### config.mk
export PLATFORM = sky130hd
export DESIGN_NAME = reg_writeback_ctrl_flat
export DESIGN_NICKNAME = d
export VERILOG_FILES = /design/src/rtl/reg_writeback_ctrl_pkg.sv /design/src/rtl/reg_writeback_ctrl_if.sv /design/src/rtl/reg_writeback_ctrl_load_extend.sv /design/src/rtl/reg_writeback_ctrl.sv /design/src/flat_wrapper.sv
export SDC_FILE = /design/constraint.sdc
export NUM_CORES = 1
export LEC_CHECK = 0
export ABC_CLOCK_PERIOD_IN_PS = 4400
export CAP_MARGIN = 10
export CORE_ASPECT_RATIO = 0.5
export CORE_UTILIZATION = 53
export CTS_CLUSTER_DIAMETER = 50
export DETAILED_ROUTE_END_ITERATION = 7
export GPL_TIMING_DRIVEN = 1
export PLACE_DENSITY = 0.86
export SETUP_SLACK_MARGIN = 0.15
export SLEW_MARGIN = 20
export SYNTH_ARGS = -nofsm -noshare
export SYNTH_HDL_FRONTEND = slang
export SYNTH_SLANG_ARGS = --single-unit
### constraint.sdc
create_clock -name clock -period 4.4 [get_ports clock]
set_input_delay 1.1 -clock clock [delete_from_list [all_inputs] [get_ports clock]]
set_output_delay 1.1 -clock clock [all_outputs]
set_load 0.005 [all_outputs]
### src/rtl/reg_writeback_ctrl_pkg.sv
// Shared constants and helpers for the register write-back controller:
// load funct3 encodings, FSM states, and the register-zero constant.
package reg_writeback_ctrl_pkg;

   localparam int XLEN_DEF       = 32;
   localparam int LD_TIMEOUT_DEF = 255;

   localparam logic [4:0] REG_ZERO = 5'd0;

   typedef enum logic [2:0] {
      F3_LB  = 3'b000,
      F3_LH  = 3'b001,
      F3_LW  = 3'b010,
      F3_LBU = 3'b100,
      F3_LHU = 3'b101
   } ld_funct3_e;

   typedef enum logic [0:0] {
      ST_IDLE      = 1'b0,
      ST_LOAD_WAIT = 1'b1
   } wb_state_e;

   // True when a live (non-x0) pending destination matches either decode source.
   function automatic logic rd_hit(input logic [4:0] pend_rd,
                                   input logic [4:0] ra_a,
                                   input logic [4:0] ra_b);
      rd_hit = (pend_rd != REG_ZERO) && ((pend_rd == ra_a) || (pend_rd == ra_b));
   endfunction

endpackage

### src/rtl/reg_writeback_ctrl_if.sv
// Bus bundle between EX/MEM, the data cache, decode and the register file
// as seen by the write-back controller.
interface reg_writeback_ctrl_if
   import reg_writeback_ctrl_pkg::*;
#(
   parameter int XLEN = XLEN_DEF
);
   logic            alu_valid;
   logic [4:0]      alu_rd;
   logic [XLEN-1:0] alu_data;
   logic            ld_issue;
   logic [4:0]      ld_rd;
   logic [2:0]      ld_funct3;
   logic [1:0]      ld_addr_lo;
   logic            mem_resp_valid;
   logic [XLEN-1:0] mem_resp_data;
   logic [4:0]      dec_raA;
   logic [4:0]      dec_raB;
   logic            rf_wen;
   logic [4:0]      rf_wa;
   logic [XLEN-1:0] rf_wd;
   logic            hazard_stall;
   logic            ld_busy;
   logic            ld_err;

   // Pipeline / cache / decode side that drives requests and observes the write stream.
   modport master (
      output alu_valid, alu_rd, alu_data,
      output ld_issue, ld_rd, ld_funct3, ld_addr_lo,
      output mem_resp_valid, mem_resp_data,
      output dec_raA, dec_raB,
      input  rf_wen, rf_wa, rf_wd, hazard_stall, ld_busy, ld_err
   );

   // Write-back controller side.
   modport slave (
      input  alu_valid, alu_rd, alu_data,
      input  ld_issue, ld_rd, ld_funct3, ld_addr_lo,
      input  mem_resp_valid, mem_resp_data,
      input  dec_raA, dec_raB,
      output rf_wen, rf_wa, rf_wd, hazard_stall, ld_busy, ld_err
   );
endinterface

### src/rtl/reg_writeback_ctrl_load_extend.sv
// Picks the addressed byte/halfword out of an aligned load word and
// sign- or zero-extends it to XLEN according to the load funct3.
module reg_writeback_ctrl_load_extend
   import reg_writeback_ctrl_pkg::*;
#(
   parameter int XLEN = XLEN_DEF
)
(
   input  logic [2:0]      funct3_i,
   input  logic [1:0]      addr_lo_i,
   input  logic [XLEN-1:0] word_i,
   output logic [XLEN-1:0] data_o
);

   logic [XLEN-1:0] byte_sh_s;
   logic [XLEN-1:0] half_sh_s;

   // Shift the addressed lane down to bit 0, then extend by load type.
   always_comb begin
      byte_sh_s = word_i >> {addr_lo_i, 3'b000};
      half_sh_s = word_i >> {addr_lo_i[1], 4'b0000};
      data_o    = word_i;
      case (funct3_i)
         F3_LB:   data_o = {{(XLEN-8){byte_sh_s[7]}}, byte_sh_s[7:0]};
         F3_LH:   data_o = {{(XLEN-16){half_sh_s[15]}}, half_sh_s[15:0]};
         F3_LW:   data_o = word_i;
         F3_LBU:  data_o = {{(XLEN-8){1'b0}}, byte_sh_s[7:0]};
         F3_LHU:  data_o = {{(XLEN-16){1'b0}}, half_sh_s[15:0]};
         default: data_o = word_i;   // unknown load type: write the raw word
      endcase
   end

endmodule

### src/rtl/reg_writeback_ctrl.sv
// Register-file write-port controller: merges single-cycle ALU results with
// the single outstanding load's response into one registered write stream,
// tracks the load destination for load-use stalls, and drops loads whose
// response never arrives.
module reg_writeback_ctrl
   import reg_writeback_ctrl_pkg::*;
#(
   parameter int XLEN       = XLEN_DEF,
   parameter int LD_TIMEOUT = LD_TIMEOUT_DEF
)
(
   input  logic                 clock,
   input  logic                 reset,
   reg_writeback_ctrl_if.slave  bus
);

   localparam logic [7:0] TIMEOUT_CNT = 8'(LD_TIMEOUT);

   wb_state_e       state_q;
   logic [4:0]      pend_rd_q;
   logic [2:0]      pend_f3_q;
   logic [1:0]      pend_lo_q;
   logic [7:0]      cnt_q;
   logic            ld_err_q;

   logic            hold_valid_q, hold_valid_d;
   logic [4:0]      hold_rd_q,    hold_rd_d;
   logic [XLEN-1:0] hold_data_q,  hold_data_d;

   logic            rf_wen_q, rf_wen_d;
   logic [4:0]      rf_wa_q,  rf_wa_d;
   logic [XLEN-1:0] rf_wd_q,  rf_wd_d;

   logic            ld_busy_s;
   logic            mem_fire_s;
   logic            alu_live_s;
   logic [XLEN-1:0] ld_data_s;

   assign ld_busy_s  = (state_q == ST_LOAD_WAIT);
   // A response only counts while a load is outstanding; stray or post-reset responses are ignored.
   assign mem_fire_s = ld_busy_s & bus.mem_resp_valid;
   // ALU results to x0 are discarded outright and never occupy the holding register.
   assign alu_live_s = bus.alu_valid & (bus.alu_rd != REG_ZERO);

   reg_writeback_ctrl_load_extend #(.XLEN(XLEN)) u_load_extend (
      .funct3_i  (pend_f3_q),
      .addr_lo_i (pend_lo_q),
      .word_i    (bus.mem_resp_data),
      .data_o    (ld_data_s)
   );

   // Load tracking FSM: latch the load on issue, count wait cycles, finish on response or timeout.
   always_ff @(posedge clock or negedge reset) begin
      if (!reset) begin
         state_q   <= ST_IDLE;
         pend_rd_q <= 5'd0;
         pend_f3_q <= 3'd0;
         pend_lo_q <= 2'd0;
         cnt_q     <= 8'd0;
         ld_err_q  <= 1'b0;
      end else begin
         ld_err_q <= 1'b0;
         case (state_q)
            ST_IDLE: begin
               if (bus.ld_issue) begin
                  state_q   <= ST_LOAD_WAIT;
                  pend_rd_q <= bus.ld_rd;
                  pend_f3_q <= bus.ld_funct3;
                  pend_lo_q <= bus.ld_addr_lo;
                  cnt_q     <= 8'd0;
               end else begin
                  state_q <= ST_IDLE;
               end
            end
            ST_LOAD_WAIT: begin
               // A further ld_issue here is illegal and simply ignored.
               if (bus.mem_resp_valid) begin
                  state_q <= ST_IDLE;
               end else if (cnt_q == TIMEOUT_CNT) begin
                  state_q  <= ST_IDLE;
                  ld_err_q <= 1'b1;
               end else begin
                  cnt_q <= cnt_q + 8'd1;   // stops at TIMEOUT_CNT, so it saturates
               end
            end
            default: begin
               state_q <= ST_IDLE;
            end
         endcase
      end
   end

   // Write-port arbitration: load response, then held ALU result, then fresh ALU result.
   always_comb begin
      rf_wen_d     = 1'b0;
      rf_wa_d      = rf_wa_q;
      rf_wd_d      = rf_wd_q;
      hold_valid_d = hold_valid_q;
      hold_rd_d    = hold_rd_q;
      hold_data_d  = hold_data_q;
      if (mem_fire_s) begin
         rf_wen_d = (pend_rd_q != REG_ZERO);
         rf_wa_d  = pend_rd_q;
         rf_wd_d  = ld_data_s;
         // The colliding ALU result waits one cycle in the holding register.
         if (!hold_valid_q && alu_live_s) begin
            hold_valid_d = 1'b1;
            hold_rd_d    = bus.alu_rd;
            hold_data_d  = bus.alu_data;
         end else begin
            hold_valid_d = hold_valid_q;
         end
      end else if (hold_valid_q) begin
         rf_wen_d = 1'b1;
         rf_wa_d  = hold_rd_q;
         rf_wd_d  = hold_data_q;
         // Stall should prevent this, but a new result is queued rather than lost.
         if (alu_live_s) begin
            hold_valid_d = 1'b1;
            hold_rd_d    = bus.alu_rd;
            hold_data_d  = bus.alu_data;
         end else begin
            hold_valid_d = 1'b0;
         end
      end else if (bus.alu_valid) begin
         rf_wen_d = alu_live_s;
         rf_wa_d  = bus.alu_rd;
         rf_wd_d  = bus.alu_data;
      end else begin
         rf_wen_d = 1'b0;
      end
   end

   // Register the write-port outputs and the holding register.
   always_ff @(posedge clock or negedge reset) begin
      if (!reset) begin
         rf_wen_q     <= 1'b0;
         rf_wa_q      <= 5'd0;
         rf_wd_q      <= '0;
         hold_valid_q <= 1'b0;
         hold_rd_q    <= 5'd0;
         hold_data_q  <= '0;
      end else begin
         rf_wen_q     <= rf_wen_d;
         rf_wa_q      <= rf_wa_d;
         rf_wd_q      <= rf_wd_d;
         hold_valid_q <= hold_valid_d;
         hold_rd_q    <= hold_rd_d;
         hold_data_q  <= hold_data_d;
      end
   end

   // The stall drops once the load leaves LOAD_WAIT; the register file bypass covers the write cycle.
   assign bus.hazard_stall = hold_valid_q |
                             (ld_busy_s & rd_hit(pend_rd_q, bus.dec_raA, bus.dec_raB));
   assign bus.ld_busy      = ld_busy_s;
   assign bus.ld_err       = ld_err_q;
   assign bus.rf_wen       = rf_wen_q;
   assign bus.rf_wa        = rf_wa_q;
   assign bus.rf_wd        = rf_wd_q;

endmodule

### src/flat_wrapper.sv
// flat-port wrapper written by rule: the top's interface ports become plain ports
module reg_writeback_ctrl_flat import reg_writeback_ctrl_pkg::*;
#(
   parameter int XLEN       = XLEN_DEF,
   parameter int LD_TIMEOUT = LD_TIMEOUT_DEF
)
  (clock, reset, bus_alu_valid, bus_alu_rd, bus_alu_data, bus_ld_issue, bus_ld_rd, bus_ld_funct3, bus_ld_addr_lo, bus_mem_resp_valid, bus_mem_resp_data, bus_dec_raA, bus_dec_raB, bus_rf_wen, bus_rf_wa, bus_rf_wd, bus_hazard_stall, bus_ld_busy, bus_ld_err);
  reg_writeback_ctrl_if #(.XLEN(XLEN)) bus_i ();
  input  logic clock;
  input  logic reset;
  input wire logic [$bits(bus_i.alu_valid)-1:0] bus_alu_valid;
  input wire logic [$bits(bus_i.alu_rd)-1:0] bus_alu_rd;
  input wire logic [$bits(bus_i.alu_data)-1:0] bus_alu_data;
  input wire logic [$bits(bus_i.ld_issue)-1:0] bus_ld_issue;
  input wire logic [$bits(bus_i.ld_rd)-1:0] bus_ld_rd;
  input wire logic [$bits(bus_i.ld_funct3)-1:0] bus_ld_funct3;
  input wire logic [$bits(bus_i.ld_addr_lo)-1:0] bus_ld_addr_lo;
  input wire logic [$bits(bus_i.mem_resp_valid)-1:0] bus_mem_resp_valid;
  input wire logic [$bits(bus_i.mem_resp_data)-1:0] bus_mem_resp_data;
  input wire logic [$bits(bus_i.dec_raA)-1:0] bus_dec_raA;
  input wire logic [$bits(bus_i.dec_raB)-1:0] bus_dec_raB;
  output wire logic [$bits(bus_i.rf_wen)-1:0] bus_rf_wen;
  output wire logic [$bits(bus_i.rf_wa)-1:0] bus_rf_wa;
  output wire logic [$bits(bus_i.rf_wd)-1:0] bus_rf_wd;
  output wire logic [$bits(bus_i.hazard_stall)-1:0] bus_hazard_stall;
  output wire logic [$bits(bus_i.ld_busy)-1:0] bus_ld_busy;
  output wire logic [$bits(bus_i.ld_err)-1:0] bus_ld_err;
  assign bus_i.alu_valid = bus_alu_valid;
  assign bus_i.alu_rd = bus_alu_rd;
  assign bus_i.alu_data = bus_alu_data;
  assign bus_i.ld_issue = bus_ld_issue;
  assign bus_i.ld_rd = bus_ld_rd;
  assign bus_i.ld_funct3 = bus_ld_funct3;
  assign bus_i.ld_addr_lo = bus_ld_addr_lo;
  assign bus_i.mem_resp_valid = bus_mem_resp_valid;
  assign bus_i.mem_resp_data = bus_mem_resp_data;
  assign bus_i.dec_raA = bus_dec_raA;
  assign bus_i.dec_raB = bus_dec_raB;
  assign bus_rf_wen = bus_i.rf_wen;
  assign bus_rf_wa = bus_i.rf_wa;
  assign bus_rf_wd = bus_i.rf_wd;
  assign bus_hazard_stall = bus_i.hazard_stall;
  assign bus_ld_busy = bus_i.ld_busy;
  assign bus_ld_err = bus_i.ld_err;
  reg_writeback_ctrl #(.XLEN(XLEN), .LD_TIMEOUT(LD_TIMEOUT)) u_core (.clock(clock), .reset(reset), .bus(bus_i));
endmodule
==> results of run 1 <==
==> worst max-delay path: cells and delay by family <==
family	cells	cell delay, ps
buf+inv	2	970
simple gates	1	70
xor+xnor	1	120
compound gates	2	340
==> stage by stage <==
| step | std cells | worst slack [ps] | area [µm²] |
|---|---|---|---|
| global placement | 734 | 724.0 | 6480 |
| global route | 750 | 603.0 | 6782 |
| floorplan | 501 | 1701 | 5111 |
| CTS | 750 | 681.6 | 6778 |
| detailed placement | 734 | 686.5 | 6480 |
| finish | 750 | 693.1 | 6782 |
==> synth_stat cells, types with 2 or more instances <==
cell type  instances
nor3_1             4
nand2_1           85
inv_1              4
o31ai_1            8
o221ai_1           8
a22o_1             2
dfrtp_1           96
o21a_1             3
nand3_1            4
nand2b_1          10
nor2_1            13
and3_1             2
o21ai_0           40
xnor2_1           12
o21ba_2            7
mux2i_1           20
clkbuf_1          27
buf_6              4
a21o_1             2
buf_2              5
a31oi_1            2
a222oi_1          16
o22ai_1            3
o22a_1             2
nor3b_1            8
a21oi_1           24
nor2b_1           19
or3_1              2
mux2_2            54
==> metal layers <==
layer | track usage | vias to the layer above | share of wire
li1 | - | 2027 | -
met1 | 0.3743 | 2155 | 0.43
met2 | 0.4787 | 155 | 0.50
met3 | 0.05281 | 23 | 0.053
met4 | 0.08937 | 0 | 0.015
met5 | 0 | - | 0
==> worst min-delay path by stage <==
stage                                start  slack (ps)  depth (start not counted)                      to
floorplan           u_core.hold_data_q[11]         460                          1  u_core.hold_data_q[11]
global placement       u_core.bus.rf_wa[1]         470                          2     u_core.bus.rf_wa[1]
detailed placement     u_core.bus.rf_wa[3]         470                          2     u_core.bus.rf_wa[3]
CTS                    u_core.bus.rf_wa[3]         490                          2     u_core.bus.rf_wa[3]
global route           u_core.bus.rf_wa[3]         520                          2     u_core.bus.rf_wa[3]
finish                 u_core.bus.rf_wa[3]         480                          2     u_core.bus.rf_wa[3]
==> registers in the layout, indices dropped and copies added (netlist names) <==
| signal | cells |
|---|---|
| u_core.bus.rf_wa | 5 |
| u_core.hold_rd_q | 5 |
| u_core.bus.rf_wen | 1 |
| u_core.cnt_q | 8 |
| u_core.pend_lo_q | 2 |
| u_core.pend_f3_q | 3 |
| u_core.hold_data_q | 32 |
| u_core.hold_valid_q | 1 |
| u_core.bus.ld_err | 1 |
| u_core.pend_rd_q | 5 |
| u_core.bus.rf_wd | 32 |
| u_core.bus.ld_busy | 1 |
==> logic make-up after synthesis <==
family          Yosys count  synth area share
flops                    96            0.4700
compound gates          121            0.1606
buf+inv                  41           0.03794
simple gates            153            0.1417
xor+xnor                 12           0.02056
fa+ha+maj                 2          0.004406
mux                      76            0.1647
==> cell type report <==
| class | instances | area share |
|---|---|---|
| clock inverters | 6 | 0.01015 |
| well taps | 130 | 0.02399 |
| repair buffers | 140 | 0.2046 |
| flip-flops and latches | 96 | 0.3544 |
| inverters | 4 | 0.002214 |
| clock buffers | 10 | 0.03376 |
| multi-input cells | 364 | 0.3708 |
==> layout by cell type (no fill, tap or decap), types with 2 or more instances in the layout <==
master and n:
clkdlybuf4s50_1 133, dfrtp_1 95, nand2_1 85, mux2_2 54
o21ai_0 40, a21oi_1 24, mux2i_1 20, nor2b_1 19
a222oi_1 16, nor2_1 13, xnor2_1 12, nand2b_1 10
clkbuf_16 9, o31ai_1 8, nor3b_1 8, o221ai_1 8
o21ba_2 7, buf_4 6, nand3_1 4, nor3_1 4
inv_1 4, o22ai_1 3, o21a_1 3, a31oi_1 2
and3_1 2, a21o_1 2, or3_1 2, o22a_1 2
a22o_1 2, clkinv_4 2
==> report_power, final <==
part	internal [mW]	leakage, nW	total [mW]	switching [mW]
Clock	0.444	0.143	0.793	0.349
Sequential	1.16	1.15	1.38	0.214
Combinational	0.604	1.51	1.01	0.408
==> reports/summary.json, run 1 <==
{
  "synth": {
    "synth_async_sr_flop_share": 1.000,
    "yosys_warnings": 0,
    "mapped_cells": 501,
    "synth.distinct_cells": 44,
    "mappedNetlistArea_um2": 5111,
    "syn-mean-instance-area_um2": 10.20,
    "ys.flop_type": "dfrtp_1",
    "seq_area_frac_synth": 0.4700,
    "synth.ff_latch_count": 96,
    "synth_top_cells_by_area": "dfrtp_1 47%, mux2_2 12%, nand2_1 6.2%",
    "synth_top_area_share": 0.4700,
    "syn-num-nets": 596,
    "number_of_enable_type_register_cells_in_the_synthesized_netlist": 0,
    "synth_largest_area_cell": "dfrtp_1"
  },
  "placed_design": {
    "place_congestion": 0.8431,
    "count_of_buffers_from_port_buffering": 134,
    "place_hpwl_um": 9184
  },
  "timing": {
    "setup_viol_count_final": 0,
    "final_hold_viol_count": 0,
    "timing.hold.ws_ps": 478.7,
    "timing.final.max_slew_violations": 0,
    "tns_ps": 0,
    "relSlewSlack": 0.4199,
    "rsz0062_at_grt": "false",
    "final_period_util": 0.8425,
    "worst-slew-pin-transition_ps": 870.1,
    "timing.clock.skew_ps": 6.641,
    "final_period_minus_worst_setup_slack_ps": 3707,
    "max_freq_ghz": 0.2698
  },
  "critical_path": {
    "critical_path.max_fanout": 1,
    "r2r_start": "u_core.pend_lo_q[1]",
    "critPathMaxStageDelay_ps": 500,
    "ordered_list_of_cells_on_the_worst_path": "clkdlybuf4s50_1, xnor2_1, nand2_1, o22ai_1, a31o_2, clkdlybuf4s50_1",
    "worst_setup_path_startpoint": "bus_dec_raB[2]",
    "slowest_stage_cell_cp": "clkdlybuf4s50_1",
    "rr_endpoint": "u_core.bus.rf_wd[25]",
    "timing.critical_path.mode_cell": "clkdlybuf4s50_1",
    "critPathKind": "input pin to primary output",
    "critical_path.startpoint_type": "input pin",
    "r2r_cells": 4,
    "critPathCapture": "bus_hazard_stall",
    "worst_path_arrival_time_ps": 2610,
    "timing.critical_path.to_type": "primary output",
    "crit_required_ps": 3300,
    "timing.reg2reg.setup_slack_ps": 1910
  },
  "power": {
    "post-layout-total-power_mw": 3.183,
    "static-leakage-power_nw": 2.805,
    "vdd.ir_drop.worst_mv": 0.2313,
    "power_per_cell_area_nw_per_um2": 469.4
  },
  "layout": {
    "area.sequential_um2": 2404,
    "multi_input_area_um2": 2515,
    "syn_to_final_growth_pct": 32.68,
    "diodes": 0,
    "fraction_of_layout_cells_with_a_size_suffix_above_1": 0.1435,
    "design.final.nets": 710,
    "layout.filler_cells": 604,
    "post-route-util": 0.7503
  },
  "global_routing": {
    "grt_use_total": 0.2826,
    "grt_pass1_wl_um": 21760,
    "grt_pass1_vias": 4287,
    "globalRoute.totalOverflow": 0,
    "grt_max_degree": 85,
    "antenna_found_initial": 0
  },
  "cts": {
    "library_cell_used_as_clock_root_buffer": "clkbuf_16",
    "cts_made_buffers": 9,
    "htree_levels": 3,
    "tritoncts_num_sinks": 96,
    "cts_max_path_buffers": 2,
    "postCtsResizedCells": 0,
    "tritoncts": "built",
    "path_clk_slew_ps": 70,
    "worst_skew_pair.late_latency_ps": 350,
    "postCtsSetupRepairBufs": 0,
    "holdBufCountCts": 0
  },
  "detailed_routing": {
    "number_of_optimization_iterations_in_the_first_detailed_route_pass": 5,
    "drt.antenna.violating_nets": 0,
    "post-route-drc-count": 0,
    "detailedRoute.firstIterationViolations": 393,
    "wire_per_inst_um": 18.17,
    "vias_per_cell": 5.813,
    "vias": 4360,
    "total_routed_wirelength_um": 13630
  },
  "hold_path": {
    "hold_path_class": "flop to flop"
  },
  "floorplanning": {
    "std_cell_rows": 24,
    "top_level_ports": 135,
    "die_height_um": 71.44,
    "die_area_um2": 10060,
    "start_util": 0.5655,
    "core_area_um2": 9039,
    "floorplan.die.width_um": 140.9
  },
  "run": {
    "max_cap_viol_count": 0
  },
  "run_status": {
    "status": "finished clean"
  }
}
Note: power is estimated with default switching activity, not from simulation.
==> inputs of run 2 (changes only) <==
- ABC_CLOCK_PERIOD_IN_PS: 4400 -> 3830
- CORE_UTILIZATION: 53 -> 49
- PLACE_DENSITY: 0.86 -> 0.81
- clock period: 4.4 -> 3.83 ns (I/O delays scaled with it)
==> run 2 against run 1 <==
Against the previous run:
- clock power is 15% higher
- first-iteration DRC count is 14% lower
- power is 15% higher
- via count is 1.1% lower
- worst setup slack worse by 270 ps
- clock skew is 2.6 ps higher
- non-clock buffer count stayed put
- hold slack better by 4.1 ps
- die area is 8.0% higher
- critical path type unchanged
- largest power group unchanged
==> reports/summary.json, run 2 (same netlist as run 1, synthesis figures left out) <==
{
  "critical_path": {
    "critPathMaxStageDelay": {"value": 490, "unit": "ps", "change": "about the same"},
    "critical_path.startpoint_type": "input pin",
    "worst_path_arrival_time": {"value": 2450, "unit": "ps", "change": "-160 ps"},
    "cp_top_family": "buffers and inverters",
    "crit_required": {"value": 2870, "unit": "ps", "change": "-430 ps"},
    "critical_path.max_fanout": {"value": 1, "change": "unchanged"},
    "timing.critical_path.mode_cell": "clkdlybuf4s50_1",
    "timing.critical_path.to_type": "primary output",
    "worstPathBufferInverterCount": {"value": 2, "change": "unchanged"},
    "ordered_list_of_cells_on_the_worst_path": "clkdlybuf4s50_1, xnor2_1, nand3_1, o22ai_1, a31o_2, clkdlybuf4s50_1",
    "critPathKind": "input pin to primary output",
    "slowest_stage_cell_cp": "clkdlybuf4s50_1"
  },
  "timing": {
    "rsz0062_at_grt": "false",
    "timing.hold.ws": {"value": 482.8, "unit": "ps", "change": "+4.064 ps"},
    "final_period_util": 0.8887,
    "setup_viol_count_final": {"value": 0, "change": "unchanged"},
    "final_period_minus_worst_setup_slack_ps": 3404,
    "timing.final.max_slew_violations": {"value": 0, "change": "unchanged"},
    "final_hold_viol_count": {"value": 0, "change": "unchanged"},
    "tns": {"value": 0, "unit": "ps", "change": "unchanged"},
    "timing.clock.skew": {"value": 9.242, "unit": "ps", "change": "+2.602 ps"},
    "relSlewSlack": {"value": 0.4305, "change": "+0.01060"},
    "worst-slew-pin-transition": {"value": 854.2, "unit": "ps", "change": "-15.90 ps"},
    "max_freq_ghz": 0.2938
  },
  "cts": {
    "tritoncts_num_sinks": {"value": 96, "change": "unchanged"},
    "library_cell_used_as_clock_root_buffer": "clkbuf_16",
    "worst_skew_pair.late_latency": {"value": 350, "unit": "ps", "change": "about the same"},
    "holdBufCountCts": {"value": 0, "change": "unchanged"},
    "cts_max_path_buffers": {"value": 2, "change": "unchanged"},
    "postCtsSetupRepairBufs": {"value": 0, "change": "unchanged"},
    "path_clk_slew": {"value": 60, "unit": "ps", "change": "about the same"},
    "postCtsResizedCells": {"value": 0, "change": "unchanged"},
    "htree_levels": {"value": 3, "change": "unchanged"},
    "tritoncts": "built",
    "cts_made_buffers": {"value": 9, "change": "unchanged"}
  },
  "layout": {
    "area.sequential": {"value": 2404, "unit": "µm²", "change": "unchanged"},
    "design.final.nets": {"value": 710, "change": "unchanged"},
    "layout.filler_cells": {"value": 755, "change": "+25%"},
    "design_area": {"value": 6798, "unit": "µm²", "change": "+0.24%"},
    "multi_input_area": {"value": 2515, "unit": "µm²", "change": "unchanged"},
    "layout_commonest_cell": "clkdlybuf4s50_1",
    "diodes": {"value": 0, "change": "unchanged"},
    "syn_to_final_growth_pct": 33.00,
    "fraction_of_layout_cells_with_a_size_suffix_above_1": {"value": 0.1435, "change": "unchanged"},
    "post-route-util": {"value": 0.6943, "change": "-0.05596"},
    "layout_common_cells": "133 x clkdlybuf4s50_1, 95 x dfrtp_1, 85 x nand2_1"
  },
  "detailed_routing": {
    "vias_per_cell": {"value": 5.711, "change": "-1.8%"},
    "vias": {"value": 4312, "change": "-1.1%"},
    "total_routed_wirelength": {"value": 13540, "unit": "µm", "change": "-0.70%"},
    "drt.antenna.violating_nets": {"value": 0, "change": "unchanged"},
    "wire_per_inst": {"value": 17.93, "unit": "µm", "change": "-1.4%"},
    "detailedRoute.firstIterationViolations": {"value": 339, "change": "-14%"},
    "number_of_optimization_iterations_in_the_first_detailed_route_pass": {"value": 5, "change": "unchanged"},
    "post-route-drc-count": {"value": 0, "change": "unchanged"}
  },
  "global_routing": {
    "grt_pass1_wl": {"value": 21510, "unit": "µm", "change": "-1.2%"},
    "globalRoute.totalOverflow": {"value": 0, "change": "unchanged"},
    "antenna_found_initial": {"value": 0, "change": "unchanged"},
    "grt_max_degree": {"value": 97, "change": "+14%"},
    "grt_pass1_vias": {"value": 4172, "change": "-2.7%"},
    "grt_use_total": {"value": 0.2604, "change": "-0.02219"}
  },
  "floorplanning": {
    "die_height": {"value": 74.22, "unit": "µm", "change": "+3.9%"},
    "top_level_ports": {"value": 135, "change": "unchanged"},
    "std_cell_rows": {"value": 25, "change": "+4.2%"},
    "floorplan.die.width": {"value": 146.4, "unit": "µm", "change": "+3.9%"},
    "die_area": {"value": 10870, "unit": "µm²", "change": "+8.0%"},
    "core_area": {"value": 9791, "unit": "µm²", "change": "+8.3%"},
    "start_util": {"value": 0.5220, "change": "-0.04343"}
  },
  "power": {
    "static-leakage-power": {"value": 2.811, "unit": "nW", "change": "+0.21%"},
    "power_per_cell_area": {"value": 536.8, "unit": "nW/µm²", "change": "+14%"},
    "vdd.ir_drop.worst": {"value": 0.2554, "unit": "mV", "change": "+10%"},
    "post-layout-total-power": {"value": 3.649, "unit": "mW", "change": "+15%"}
  },
  "run_status": {
    "status": "finished clean"
  },
  "placed_design": {
    "post_dp_cell_area": {"value": 6499, "unit": "µm²", "change": "+0.29%"},
    "place_hpwl": {"value": 9345, "unit": "µm", "change": "+1.8%"},
    "count_of_buffers_from_port_buffering": {"value": 134, "change": "unchanged"},
    "place_congestion": {"value": 0.7957, "change": "-5.6%"}
  },
  "run": {
    "max_cap_viol_count": {"value": 0, "change": "unchanged"}
  },
  "hold_path": {
    "hold_path_class": "flop to flop"
  }
}
## run 2: metrics by stage
| step | setup WS (ps) | cells |
|---|---|---|
| CTS | 407.0 | 755 |
| finish | 426.5 | 755 |
| detailed placement | 414.9 | 739 |
| global route | 351.2 | 755 |
| global placement | 440.3 | 739 |
| floorplan | 1416 | 501 |
## run 2: area by class of cell
cell class,instances,area share
Clock buffer,11,0.03571
Clock inverter,5,0.008283
Inverter,4,0.002209
Multi-Input combinational cell,364,0.3700
Sequential cell,96,0.3536
Tap cell,135,0.02485
Timing Repair Buffer,140,0.2054
## run 2: where the power goes
part	switching, mW	internal, mW	total [mW]
combinational	0.469	0.694	1.16
clock	0.388	0.523	0.912
sequential	0.237	1.34	1.57
## run 2: worst paths after layout
path | from | endpoint | slack [ps] | depth (start not counted)
max in group asynchronous | reset | u_core.hold_valid_q | 2770 | 2
min in group asynchronous | reset | u_core.cnt_q[4] | 660 | 2
min reg2reg | u_core.bus.rf_wa[1] | u_core.bus.rf_wa[1] | 480 | 2
max | bus_dec_raB[1] | bus_hazard_stall | 430 | 6
min | u_core.bus.rf_wa[1] | u_core.bus.rf_wa[1] | 480 | 2
max reg2reg | u_core.pend_lo_q[1] | u_core.bus.rf_wd[27] | 1350 | 4
## run 2: worst min-delay path: stages, from the launching register on
cell	delay (ps)
dfrtp_1	340
nand2_1	40
o21ai_0	60
## run 2: layer usage
layer / routed length [µm] / global-route usage / vias to the layer above
met5: 0 / 0 / -
met4: 166 / 0.07755 / 0
met3: 793 / 0.05460 / 12
met2: 6511 / 0.4354 / 138
met1: 6063 / 0.3493 / 2132
li1: - / - / 2030
==> inputs of run 3 (changes only) <==
- ABC_AREA: not set -> 1
- CORE_UTILIZATION: 49 -> 50
==> run 3 against run 2 <==
Against the previous run:
- global-route usage rose by 0.57 points
- combinational power rose by 8%
- routed wire length rose by 7.3%
- via count rose by 25%
- highest routed layer unchanged
==> reports/summary.json, run 3 <==
{
  "run_status": {
    "status": "finished clean"
  },
  "synth": {
    "mappedNetlistArea": {"value": 5502, "unit": "µm²", "change": "+7.6%"},
    "syn-mean-instance-area": {"value": 7.080, "unit": "µm²", "change": "-31%"},
    "mapped_cells": {"value": 777, "change": "+55%"},
    "syn-num-nets": {"value": 872, "change": "+46%"},
    "synth_top_cells_by_area": "dfrtp_1 44%, nand2_1 15%, o21ai_0 11%",
    "yosys_warnings": {"value": 0, "change": "unchanged"},
    "number_of_enable_type_register_cells_in_the_synthesized_netlist": {"value": 0, "change": "unchanged"},
    "synth.distinct_cells": {"value": 30, "change": "-32%"},
    "ys.flop_type": "dfrtp_1",
    "yosysMostFrequentCell": "nand2_1",
    "synth_common_cells": "213 x nand2_1, 121 x o21ai_0, 96 x dfrtp_1",
    "synth_async_sr_flop_share": {"value": 1.000, "change": "unchanged"},
    "synth_top_area_share": {"value": 0.4367, "change": "-0.03335"},
    "synth.ff_latch_count": {"value": 96, "change": "unchanged"},
    "synth_largest_area_cell": "dfrtp_1",
    "seq_area_frac_synth": {"value": 0.4367, "change": "-0.03335"}
  },
  "timing": {
    "worst-slew-pin-transition": {"value": 747.5, "unit": "ps", "change": "-106.7 ps"},
    "timing.hold.ws": {"value": 485.2, "unit": "ps", "change": "+2.409 ps"},
    "relSlewSlack": {"value": 0.5017, "change": "+0.07112"},
    "max_freq": {"value": 0.3001, "unit": "GHz", "change": "+2.1%"},
    "fin_ws": {"value": 497.7, "unit": "ps", "change": "+71.20 ps"},
    "final_period_util": {"value": 0.8701, "change": "-0.01859"},
    "final_period_minus_worst_setup_slack": {"value": 3332, "unit": "ps", "change": "-71.20 ps"},
    "final_hold_viol_count": {"value": 0, "change": "unchanged"},
    "rsz0062_at_grt": "false",
    "setup_viol_count_final": {"value": 0, "change": "unchanged"},
    "tns": {"value": 0, "unit": "ps", "change": "unchanged"},
    "timing.clock.skew": {"value": 9.222, "unit": "ps", "change": "-0.02068 ps"},
    "timing.final.max_slew_violations": {"value": 0, "change": "unchanged"}
  },
  "floorplanning": {
    "die_area": {"value": 11450, "unit": "µm²", "change": "+5.4%"},
    "std_cell_rows": {"value": 26, "change": "+4.0%"},
    "top_level_ports": {"value": 135, "change": "unchanged"},
    "die_height": {"value": 76.17, "unit": "µm", "change": "+2.6%"},
    "core_area": {"value": 10440, "unit": "µm²", "change": "+6.7%"},
    "floorplan.die.width": {"value": 150.3, "unit": "µm", "change": "+2.7%"},
    "start_util": {"value": 0.5268, "change": "+0.004794"}
  },
  "power": {
    "static-leakage-power": {"value": 3.479, "unit": "nW", "change": "+24%"},
    "intPower": {"value": 2.432, "unit": "mW", "change": "-4.8%"},
    "vdd.ir_drop.worst": {"value": 0.2937, "unit": "mV", "change": "+15%"},
    "switching_share": {"value": 0.3444, "change": "+0.04446"},
    "power.share.combinational": {"value": 0.338, "change": "+0.019"},
    "clock_power_share": {"value": 0.257, "change": "+0.007"},
    "post-layout-total-power": {"value": 3.710, "unit": "mW", "change": "+1.7%"},
    "power_per_cell_area": {"value": 518.9, "unit": "nW/µm²", "change": "-3.3%"},
    "power.share.sequential": {"value": 0.405, "change": "-0.026"},
    "netSwitchingPower": {"value": 1.278, "unit": "mW", "change": "+17%"}
  },
  "cts": {
    "path_clk_slew": {"value": 70, "unit": "ps", "change": "about the same"},
    "cts_max_path_buffers": {"value": 2, "change": "unchanged"},
    "worst_skew_pair.late_latency": {"value": 350, "unit": "ps", "change": "about the same"},
    "cts_made_buffers": {"value": 9, "change": "unchanged"},
    "postCtsResizedCells": {"value": 0, "change": "unchanged"},
    "htree_levels": {"value": 3, "change": "unchanged"},
    "library_cell_used_as_clock_root_buffer": "clkbuf_16",
    "holdBufCountCts": {"value": 0, "change": "unchanged"},
    "tritoncts_num_sinks": {"value": 96, "change": "unchanged"},
    "tritoncts": "built",
    "postCtsSetupRepairBufs": {"value": 0, "change": "unchanged"}
  },
  "layout": {
    "design.final.nets": {"value": 980, "change": "+38%"},
    "syn_to_final_growth_pct": 29.98,
    "design_area": {"value": 7151, "unit": "µm²", "change": "+5.2%"},
    "layout_common_cells": "213 x nand2_1, 133 x clkdlybuf4s50_1, 121 x o21ai_0",
    "diodes": {"value": 0, "change": "unchanged"},
    "fraction_of_layout_cells_with_a_size_suffix_above_1": {"value": 0.05618, "change": "-0.08737"},
    "layout_commonest_cell": "nand2_1",
    "final_cell_count_no_fill": {"value": 1030, "change": "+36%"},
    "layout.filler_cells": {"value": 883, "change": "+17%"},
    "post-route-util": {"value": 0.6848, "change": "-0.009554"}
  },
  "critical_path": {
    "crit_required": {"value": 2870, "unit": "ps", "change": "about the same"},
    "slowest_stage_cell_cp": "clkdlybuf4s50_1",
    "timing.reg2reg.setup_slack": {"value": 1510, "unit": "ps", "change": "+160 ps"},
    "critical_path.max_fanout": {"value": 1, "change": "unchanged"},
    "timing.critical_path.to_type": "primary output",
    "cp_top_family": "buffers and inverters",
    "critPathKind": "input pin to primary output",
    "critical_path.startpoint_type": "input pin",
    "worst_path_arrival_time": {"value": 2370, "unit": "ps", "change": "-80 ps"},
    "timing.critical_path.mode_cell": "nand2_1",
    "worstPathBufferInverterCount": {"value": 2, "change": "unchanged"},
    "critPathMaxStageDelay": {"value": 500, "unit": "ps", "change": "about the same"},
    "ordered_list_of_cells_on_the_worst_path": "clkdlybuf4s50_1, xor2_1, nor2_1, nand3_1, nand2_1, nand2_1, nand2_1, clkdlybuf4s50_1"
  },
  "global_routing": {
    "grt_pass1_wl": {"value": 23900, "unit": "µm", "change": "+11%"},
    "grt_max_degree": {"value": 97, "change": "unchanged"},
    "grt_use_total": {"value": 0.2661, "change": "+0.005724"},
    "grt_pass1_vias": {"value": 4899, "change": "+17%"},
    "antenna_found_initial": {"value": 0, "change": "unchanged"},
    "globalRoute.totalOverflow": {"value": 0, "change": "unchanged"}
  },
  "detailed_routing": {
    "number_of_optimization_iterations_in_the_first_detailed_route_pass": {"value": 7, "change": "+2"},
    "total_routed_wirelength": {"value": 14520, "unit": "µm", "change": "+7.3%"},
    "wire_per_inst": {"value": 14.10, "unit": "µm", "change": "-21%"},
    "drt.antenna.violating_nets": {"value": 0, "change": "unchanged"},
    "post-route-drc-count": {"value": 0, "change": "unchanged"},
    "vias_per_cell": {"value": 5.223, "change": "-8.5%"},
    "vias": {"value": 5380, "change": "+25%"},
    "detailedRoute.firstIterationViolations": {"value": 369, "change": "+8.8%"}
  },
  "placed_design": {
    "place_congestion": {"value": 0.8701, "change": "+9.4%"},
    "place_hpwl": {"value": 10380, "unit": "µm", "change": "+11%"},
    "placed_cells_incl_taps": {"value": 1014, "change": "+37%"},
    "post_dp_cell_area": {"value": 6838, "unit": "µm²", "change": "+5.2%"},
    "count_of_buffers_from_port_buffering": {"value": 134, "change": "unchanged"},
    "pre_cts_ws": {"value": 505.3, "unit": "ps", "change": "+90.42 ps"}
  },
  "run": {
    "max_cap_viol_count": {"value": 0, "change": "unchanged"}
  },
  "hold_path": {
    "hold_path_class": "flop to flop"
  }
}
-- run 3: changes by cell type after synthesis, moves of 19 or more --
cell	previous run	this run
mux2_2	54	0
a21oi_1	24	61
o21ai_0	40	121
nor2b_1	19	0
nor2_1	13	67
nand2_1	85	213
o21ai_1	0	21
mux2i_1	20	0
inv_1	4	94
-- run 3: path summary, 6_finish.rpt --
path	start	end	cells past startpoint
worst max-delay path	bus_dec_raB[1]	bus_hazard_stall	8
worst min-delay path	u_core.bus.rf_wa[1]	u_core.bus.rf_wa[1]	2
worst max register to register	u_core.hold_valid_q	u_core.hold_data_q[7]	7
worst min register to register	u_core.bus.rf_wa[1]	u_core.bus.rf_wa[1]	2
max in group asynchronous	reset	u_core.bus.rf_wd[18]	2
min in group asynchronous	reset	u_core.cnt_q[6]	2
-- run 3: final cells by class --
| cell class | count | area [µm²] | area share |
|---|---|---|---|
| clock buffers | 10 | 239.0 | 0.03342 |
| clock inverters | 6 | 73.82 | 0.01032 |
| inverters | 100 | 380.4 | 0.05319 |
| multi-input cells | 537 | 2476 | 0.3463 |
| flip-flops and latches | 96 | 2402 | 0.3360 |
| well taps | 140 | 175.2 | 0.02450 |
| repair buffers | 141 | 1404 | 0.1963 |
-- run 3: kinds of logic after synthesis --
logic type	after synthesis	synth area share
buf+inv	144	0.1133
simple gates	310	0.2270
compound gates	215	0.2033
xor+xnor	11	0.01751
flops	96	0.4367
fa+ha+maj	1	0.002274
-- run 3: worst register-to-register path, cell delays in order, from the launching register on --
cell and delay [ps]:
dfrtp_1 370, buf_4 230, inv_4 90, buf_4 410
nand2_2 160, nand4_1 120, buf_4 560, o21ai_0 220
-- run 3: power groups by stage --
stage | combinational [mW] | sequential, mW | clock (mW)
after floorplan | 0.740 | 1.47 | 0
after global placement | 1.21 | 1.51 | 0
after detailed placement | 1.25 | 1.51 | 0
after CTS | 1.26 | 1.50 | 0.968
after global routing | 1.41 | 1.54 | 1.01
final | 1.25 | 1.50 | 0.953
-- run 3: per-layer routing --
| metal | vias up | share of wire | global-route usage |
|---|---|---|---|
| li1 | 2678 | - | - |
| met1 | 2502 | 0.46 | 0.3853 |
| met2 | 181 | 0.46 | 0.4124 |
| met3 | 19 | 0.059 | 0.04311 |
| met4 | 0 | 0.016 | 0.07273 |
| met5 | - | 0 | 0 |
